<file path="src/rtl/sysid_read_arbiter.sv">
// sysid_read_arbiter
// Shares one read-only system-ID slave (1-bit address, combinational
// readdata) among NUM_REQ requesters. Round-robin arbitration, one read in
// flight, response returned as a one-cycle one-hot valid pulse.
//
// Optional feature: define SYSID_ARB_CACHE_EN to add a two-entry read cache
// (one entry per slave address) and the cache_flush input.
//
// Ports:
//   clock, reset         rising-edge clock, synchronous active-high reset
//   req_read[NUM_REQ]    per-requester read request (level)
//   req_address[NUM_REQ] per-requester word select (0 = ID, 1 = timestamp)
//   cache_flush          (cache build only) invalidate both cache entries
//   rsp_valid[NUM_REQ]   one-hot, one-cycle response strobe
//   rsp_data             registered response data, shared by all requesters
//   slv_address          address presented to the slave
//   slv_readdata         slave read data
//   busy                 high while a transaction is in progress
//   grant_id             index of the current or last granted requester
module sysid_read_arbiter #(
  parameter int  NUM_REQ      = 4,
  parameter int  DATA_W       = 32,
  parameter int  READ_LATENCY = 0,
  localparam int IDX_W        = (NUM_REQ > 2) ? $clog2(NUM_REQ) : 1
) (
  input  logic               clock,
  input  logic               reset,
  input  logic [NUM_REQ-1:0] req_read,
  input  logic [NUM_REQ-1:0] req_address,
`ifdef SYSID_ARB_CACHE_EN
  input  logic               cache_flush,
`endif
  output logic [NUM_REQ-1:0] rsp_valid,
  output logic [DATA_W-1:0]  rsp_data,
  output logic               slv_address,
  input  logic [DATA_W-1:0]  slv_readdata,
  output logic               busy,
  output logic [IDX_W-1:0]   grant_id
);

  typedef enum logic [1:0] {IDLE, ISSUE, WAIT, RESP} state_t;

  state_t           state;
  state_t           state_next;
  logic [IDX_W-1:0] rr_ptr;
  logic [IDX_W-1:0] winner;
  logic [IDX_W-1:0] cand;
  logic             any_req;
  logic             sample;
  logic             hit;
  logic [2:0]       wait_cnt;

`ifdef SYSID_ARB_CACHE_EN
  logic [1:0]        cache_vld;
  logic [DATA_W-1:0] cache_data [2];

  assign hit = cache_vld[req_address[winner]];
`else
  assign hit = 1'b0;
`endif

  // Round-robin pick: first requester at or after rr_ptr+1, wrapping.
  always_comb begin
    any_req = 1'b0;
    winner  = rr_ptr;
    cand    = rr_ptr;
    for (int i = 1; i <= NUM_REQ; i++) begin
      cand = IDX_W'((int'(rr_ptr) + i) % NUM_REQ);
      if (!any_req && req_read[cand]) begin
        any_req = 1'b1;
        winner  = cand;
      end
    end
  end

  // sample marks the edge at which slv_readdata is captured into rsp_data.
  always_comb begin
    state_next = state;
    sample     = 1'b0;
    case (state)
      IDLE: begin
        if (any_req) state_next = hit ? RESP : ISSUE;
      end
      ISSUE: begin
        if (READ_LATENCY == 0) begin
          sample     = 1'b1;
          state_next = RESP;
        end else begin
          state_next = WAIT;
        end
      end
      WAIT: begin
        if (wait_cnt == '0) begin
          sample     = 1'b1;
          state_next = RESP;
        end
      end
      RESP:    state_next = IDLE;
      default: state_next = IDLE;
    endcase
  end

  assign busy = (state != IDLE);

  always_ff @(posedge clock) begin
    if (reset) state <= IDLE;
    else       state <= state_next;
  end

  always_ff @(posedge clock) begin
    if (reset) begin
      rsp_valid   <= '0;
      rsp_data    <= '0;
      slv_address <= 1'b0;
      grant_id    <= '0;
      rr_ptr      <= IDX_W'(NUM_REQ - 1);
      wait_cnt    <= '0;
    end else begin
      rsp_valid <= '0;
      // Grant: address and winner are frozen here for the whole transaction.
      if (state == IDLE && any_req) begin
        grant_id <= winner;
        rr_ptr   <= winner;
`ifdef SYSID_ARB_CACHE_EN
        if (hit) begin
          rsp_data  <= cache_data[req_address[winner]];
          rsp_valid <= NUM_REQ'(1) << winner;
        end else
`endif
        slv_address <= req_address[winner];
      end
      if (state == ISSUE && READ_LATENCY != 0) begin
        wait_cnt <= 3'(READ_LATENCY - 1);
      end else if (state == WAIT && wait_cnt != '0) begin
        wait_cnt <= wait_cnt - 3'd1;
      end
      // Capture: response strobe goes out in the following (RESP) cycle.
      if (sample) begin
        rsp_data  <= slv_readdata;
        rsp_valid <= NUM_REQ'(1) << grant_id;
      end
    end
  end

`ifdef SYSID_ARB_CACHE_EN
  // Flush has priority over a fill landing on the same edge.
  always_ff @(posedge clock) begin
    if (reset)            cache_vld <= '0;
    else if (cache_flush) cache_vld <= '0;
    else if (sample)      cache_vld[slv_address] <= 1'b1;
  end

  always_ff @(posedge clock) begin
    if (sample) cache_data[slv_address] <= slv_readdata;
  end
`endif

endmodule

</file>
<file path="config.mk">
export PLATFORM = sky130hd
export DESIGN_NAME = sysid_read_arbiter
export DESIGN_NICKNAME = d
export VERILOG_FILES = /design/src/rtl/sysid_read_arbiter.sv
export SDC_FILE = /design/constraint.sdc
export NUM_CORES = 1
export LEC_CHECK = 0
export CORE_ASPECT_RATIO = 0.5
export CORE_MARGIN = 10
export CORE_UTILIZATION = 44
export CTS_BUF_LIST = sky130_fd_sc_hd__clkbuf_4 sky130_fd_sc_hd__clkbuf_8 sky130_fd_sc_hd__clkbuf_16
export DETAILED_ROUTE_END_ITERATION = 16
export MAX_ROUTING_LAYER = met4
export PLACE_DENSITY = 0.85
export RECOVER_POWER = 50
export SETUP_SLACK_MARGIN = 0.2
export SLEW_MARGIN = 0
export SYNTH_ARGS = -nofsm -noshare
export SYNTH_HDL_FRONTEND = slang
export SYNTH_SLANG_ARGS = --single-unit
export TNS_END_PERCENT = 20
</file>
<file path="constraint.sdc">
create_clock -name clock -period 4.17 [get_ports clock]
set_clock_uncertainty 0.05 [all_clocks]
set_input_delay 0.834 -clock clock [delete_from_list [all_inputs] [get_ports clock]]
set_output_delay 0.834 -clock clock [all_outputs]
set_load 0.02 [all_outputs]
</file>
After elaboration in Yosys (flattened, before gate mapping) --
Cells that the tools add are included.
Cells by class: add/subtract/negate cells 5, order comparisons 5, equal/unequal tests 5, shifts and indexed selects 1, mux-type cells 23, bitwise logic cells 1, reduce and logical (&&, ||, !) cells 14
Operators with widths (count):
- $lt A2 B3 Y1 const B | 5
- $mux W2 | 6
- $bmux W1 S2 | 5
- $mux W1 | 10
- $pmux W2 S4 | 1
- $logic_and A1 B1 Y1 | 5
- $add A2 B1 Y2 const B | 2
- $add A2 B2 Y2 const B | 2
- $eq A2 B2 Y1 const B | 2
- $ne A2 B2 Y1 const B | 2
- $shl A1 B2 Y4 const A | 1
- $logic_not A1 Y1 | 3
- $logic_not A3 Y1 | 1
- $reduce_bool A3 Y1 | 1
- $sub A3 B1 Y3 const B | 1
- $eq A2 B1 Y1 const B | 1
- $logic_not A2 Y1 | 1
- $pmux W1 S2 | 1
- $reduce_and A2 Y1 | 1
- $reduce_bool A2 Y1 | 1
- $reduce_or A2 Y1 | 1
- $not A1 Y1 | 1
Word-level totals: bits in registers 46, output and inout bits 40, word-level logic and storage cells 61

Longest topological paths before layout --
depth after elaboration 15, mapped depth 7, mapped depth without buffers 7

Worst setup path after synthesis --
No wires, ideal clock.
path kind in2reg, start input req_read[1], end register slv_address, arrival 1.906 ns, slack 2.118 ns, cell stages on the path 5, buffers on the path 0, cells stage by stage nor2b_1 o21ba_1 or3b_1 and3_1 o41ai_2
Between the ends: word-level cells in the longest chain between the ends 14, elaborated cells on any way between the ends 25, classes of those cells mux (18); reduce/logical (7)
Ends and longest elaborated chain:
- start, declared | RTL line 28 | input logic [NUM_REQ-1:0] req_read,
- $bmux W1 S2 | RTL line 69 | if (!any_req && req_read[cand]) begin
- $mux W1 (implied by the code) | RTL line 69
- $mux W1 | RTL line 69
- $logic_not A1 Y1 | RTL line 69
- $logic_and A1 B1 Y1 | RTL line 69
- $mux W1 | RTL line 69
- $logic_not A1 Y1 | RTL line 69
- $logic_and A1 B1 Y1 | RTL line 69
- $mux W1 | RTL line 69
- $logic_not A1 Y1 | RTL line 69
- $logic_and A1 B1 Y1 | RTL line 69
- $mux W2 | RTL line 69
- $bmux W1 S2 | RTL line 130 | slv_address <= req_address[winner];
- $mux W1 (implied by the code) | RTL line 130
- end signal, assigned | RTL line 130
- end, declared | RTL line 35 | output logic slv_address,
Parallel ways exist; a longest one is shown, timed or not. The select of a mux whose other input is x is not followed. A chain may end at the register's enable or synchronous reset.

Final worst setup path --
start register state[0], end output busy
Between the ends: word-level cells in the longest chain between the ends 1
Ends and longest elaborated chain:
- start, declared | RTL line 43 | state_t state;
- start signal, assigned | RTL line 107 | else state <= state_next;
- $reduce_bool A2 Y1 | RTL line 103 | assign busy = (state != IDLE);
- end, declared | RTL line 37 | output logic busy,
No other way between the ends.

==> flow_metrics.env <==
export IMPL_grt_max_degree=35
export IMPL_ys_ff_latch=46
export IMPL_wl_per_cell_um=14.31
export IMPL_grt_pass1_wl_um=8162
export IMPL_antenna_cells=0
export IMPL_gp_congestion=0.7697
export IMPL_cpPeakStageDelay_ns=0.61
export IMPL_slew_headroom_pct=26.62
export IMPL_area_growth_pct=52.19
export IMPL_r2r_start="state[0]"
export IMPL_crit_arrival_ns=1.67
export IMPL_synth_edf_count=0
export IMPL_grt_pass1_vias=1733
export IMPL_cts_tree="yes"
export IMPL_setup_viol=0
export IMPL_synth_cells=222
export IMPL_cts_hold_buf=0
export IMPL_clock_sinks=46
export IMPL_grt_setup_unrepaired="false"
export IMPL_criticalPathCategory="reg2out"
export IMPL_irDropWorstVdd_uv=280.2
export IMPL_start_util_pct=45.95
export IMPL_tightest_slew_ns=1.101
export IMPL_io_pins=82
export IMPL_drtAntennaViolNets=0
export IMPL_fin_ws_ns=1.618
export IMPL_fin_crit_ns=2.552
export IMPL_design_core_area_um2=3924
export IMPL_critPathSlowestCell="clkdlybuf4s50_1"
export IMPL_layout_nets=349
export IMPL_groute_usage_overall_pct=13.68
export IMPL_vias_per_cell=4.921
export IMPL_drtPass1Iterations=4
export IMPL_min_delay_worst_endpoint="rsp_data[27]"
export IMPL_power_static_leakage_nw=1.147
export IMPL_synth_nets=270
export IMPL_startpoint_type="register"
export IMPL_num_vias=1752
export IMPL_crit_path_end_kind="output port"
export IMPL_synthDistinctLibCells=30
export IMPL_finalHoldViolCount=0
export IMPL_power_total_mw=1.110
export IMPL_path_cells="inv_1 -> ha_1 -> inv_1 -> clkdlybuf4s50_1"
export IMPL_worstPathRequired_ns=3.29
export IMPL_hold_path_class="reg2reg"
export IMPL_cp_common_cell="inv_1"
export IMPL_htree_num_levels=2
export IMPL_placementRows=16
export IMPL_pre_cts_slack_ns=1.528
export IMPL_tns_ns=0
export IMPL_antenna_found_initial=0
export IMPL_fmax_mhz=391.9
export IMPL_n_fill_cell=322
export IMPL_r2r_end="rsp_data[1]"
export IMPL_dieArea_um2=7214
export IMPL_slew_viol_final=0
export IMPL_p_per_area_nw_per_um2=404.6
export IMPL_synth_flop_cell="dfxtp_1"
export IMPL_r2r_worst_path_cells=5
export IMPL_die_x_um=110.5
export IMPL_holdCritStartpoint="rsp_data[27]"
export IMPL_maxCapViolCount=0
export IMPL_clock_root_buffer="clkbuf_8"
export IMPL_grt_ovfl_total=0
export IMPL_cts_resized=0
export IMPL_cts_buffers=5
export IMPL_clk_path_buf_depth=2
export IMPL_path_clk_slew_ns=0.08
export IMPL_period_share_pct=61.19
export IMPL_crit_path_max_fanout=4
export IMPL_clk_latency_ns=0.28
export IMPL_cp_buffers_inverters=3
export IMPL_io_buffers=81
export IMPL_hold_path_depth=2
export IMPL_wl_um=5095
export IMPL_yosysSeqAreaShare_pct=51.08
export IMPL_avgSynthCellArea_um2=8.122
export IMPL_ff2ff_setup_slack_ns=2.04
export IMPL_drtIter0Drc=68
export IMPL_cp_top_family="buffers and inverters"
export IMPL_drive_gt1_share_pct=4.636
export IMPL_postCtsSetupRepairBufs=0
export IMPL_hold_slack_ns=0.4009
export IMPL_dpl_hpwl_um=4009
export IMPL_async_flop_share_pct=0
export IMPL_drcViolationCount=0
export IMPL_die_h_um=65.27
export IMPL_outcome="finished, final reports clean"
export IMPL_yosys_warnings=0
export IMPL_syn_area_um2=1803
-- final cells by class --
type	count	area [um2]	area share, %
sequential	46	920.9	33.56
timing repair buffer	83	825.8	30.10
multi-input combinational	158	808.3	29.46
clock buffer	7	90.09	3.283
tap	54	67.56	2.462
inverter	7	26.28	0.9576
clock inverter	1	5.005	0.1824
-- sequential cells by signal (all words and copies together) (netlist names) --
register	count
state	2
rsp_data	32
rsp_valid	4
grant_id	2
rr_ptr	2
wait_cnt	3
slv_address	1
-- cell usage in the layout, fill, tap and decap left out, types with 2 or more instances in the layout --
master and instances:
dlygate4sd3_1 37, xnor2_1 2, dfxtp_1 46, nand2_1 70
clkdlybuf4s50_1 44, ha_1 6, o21bai_1 2, and3_1 2
clkbuf_8 6, nor2b_1 3, nor2_1 15, a211oi_1 2
o21ai_0 2, nor4_1 2, inv_1 7, a21oi_1 37
buf_4 2
-- routing by layer --
metal | wire (um) | GRT usage [%] | up-vias
met4 | 113 | 4.194 | 0
met2 | 2807 | 26.46 | 50
met5 | 0 | - | -
met3 | 212 | 3.442 | 8
li1 | - | - | 885
met1 | 1961 | 13.52 | 809
-- synth_stat cells (3+ instances only) --
cell      number  area [um2]
a21oi_1       37       185.2
dfxtp_1       46       920.9
inv_1          7       26.28
nand2_1       70       262.8
nor2_1        15       56.30
nor2b_1        3       18.77
clkbuf_1      10       37.54
ha_1           6       75.07
-- logic make-up after synthesis --
kind of cell    share of synthesized area [%]
mux                                    0.5552
simple gates                            23.46
fa+ha+maj                               4.164
compound gates                          15.48
buf+inv                                 4.303
xor+xnor                               0.9717
flops                                   51.08
-- per-stage QoR --
step / cells / util, % / instance area [um2]
after detailed placement: 348 / 67.51 / 2649
after floorplan: 222 / - / 1803
after CTS: 356 / 69.93 / 2744
final: 356 / 69.93 / 2744
after global placement: 348 / 67.51 / 2649
after global routing: 356 / 69.93 / 2744
-- power by group --
group / internal (mW) / leakage [nW] / switching, mW
Combinational: 0.142 / 0.720 / 0.179
Sequential: 0.486 / 0.376 / 0.0269
Clock: 0.140 / 0.0517 / 0.137
-- worst register-to-register path, cell delays in order, from the launching register on --
cell,delay (ns)
dfxtp_1,0.39
inv_1,0.08
ha_1,0.33
o21a_1,0.88
nand2_1,0.17
a21oi_1,0.17
-- worst max path at each step --
stage | end | from | cells past startpoint
floorplan | slv_address | req_read[1] | 5
global placement | slv_address | req_read[1] | 6
detailed placement | slv_address | req_read[1] | 6
CTS | busy | state[0] | 4
global route | busy | state[0] | 4
finish | busy | state[0] | 4
Power figures use the tool's default switching activity.
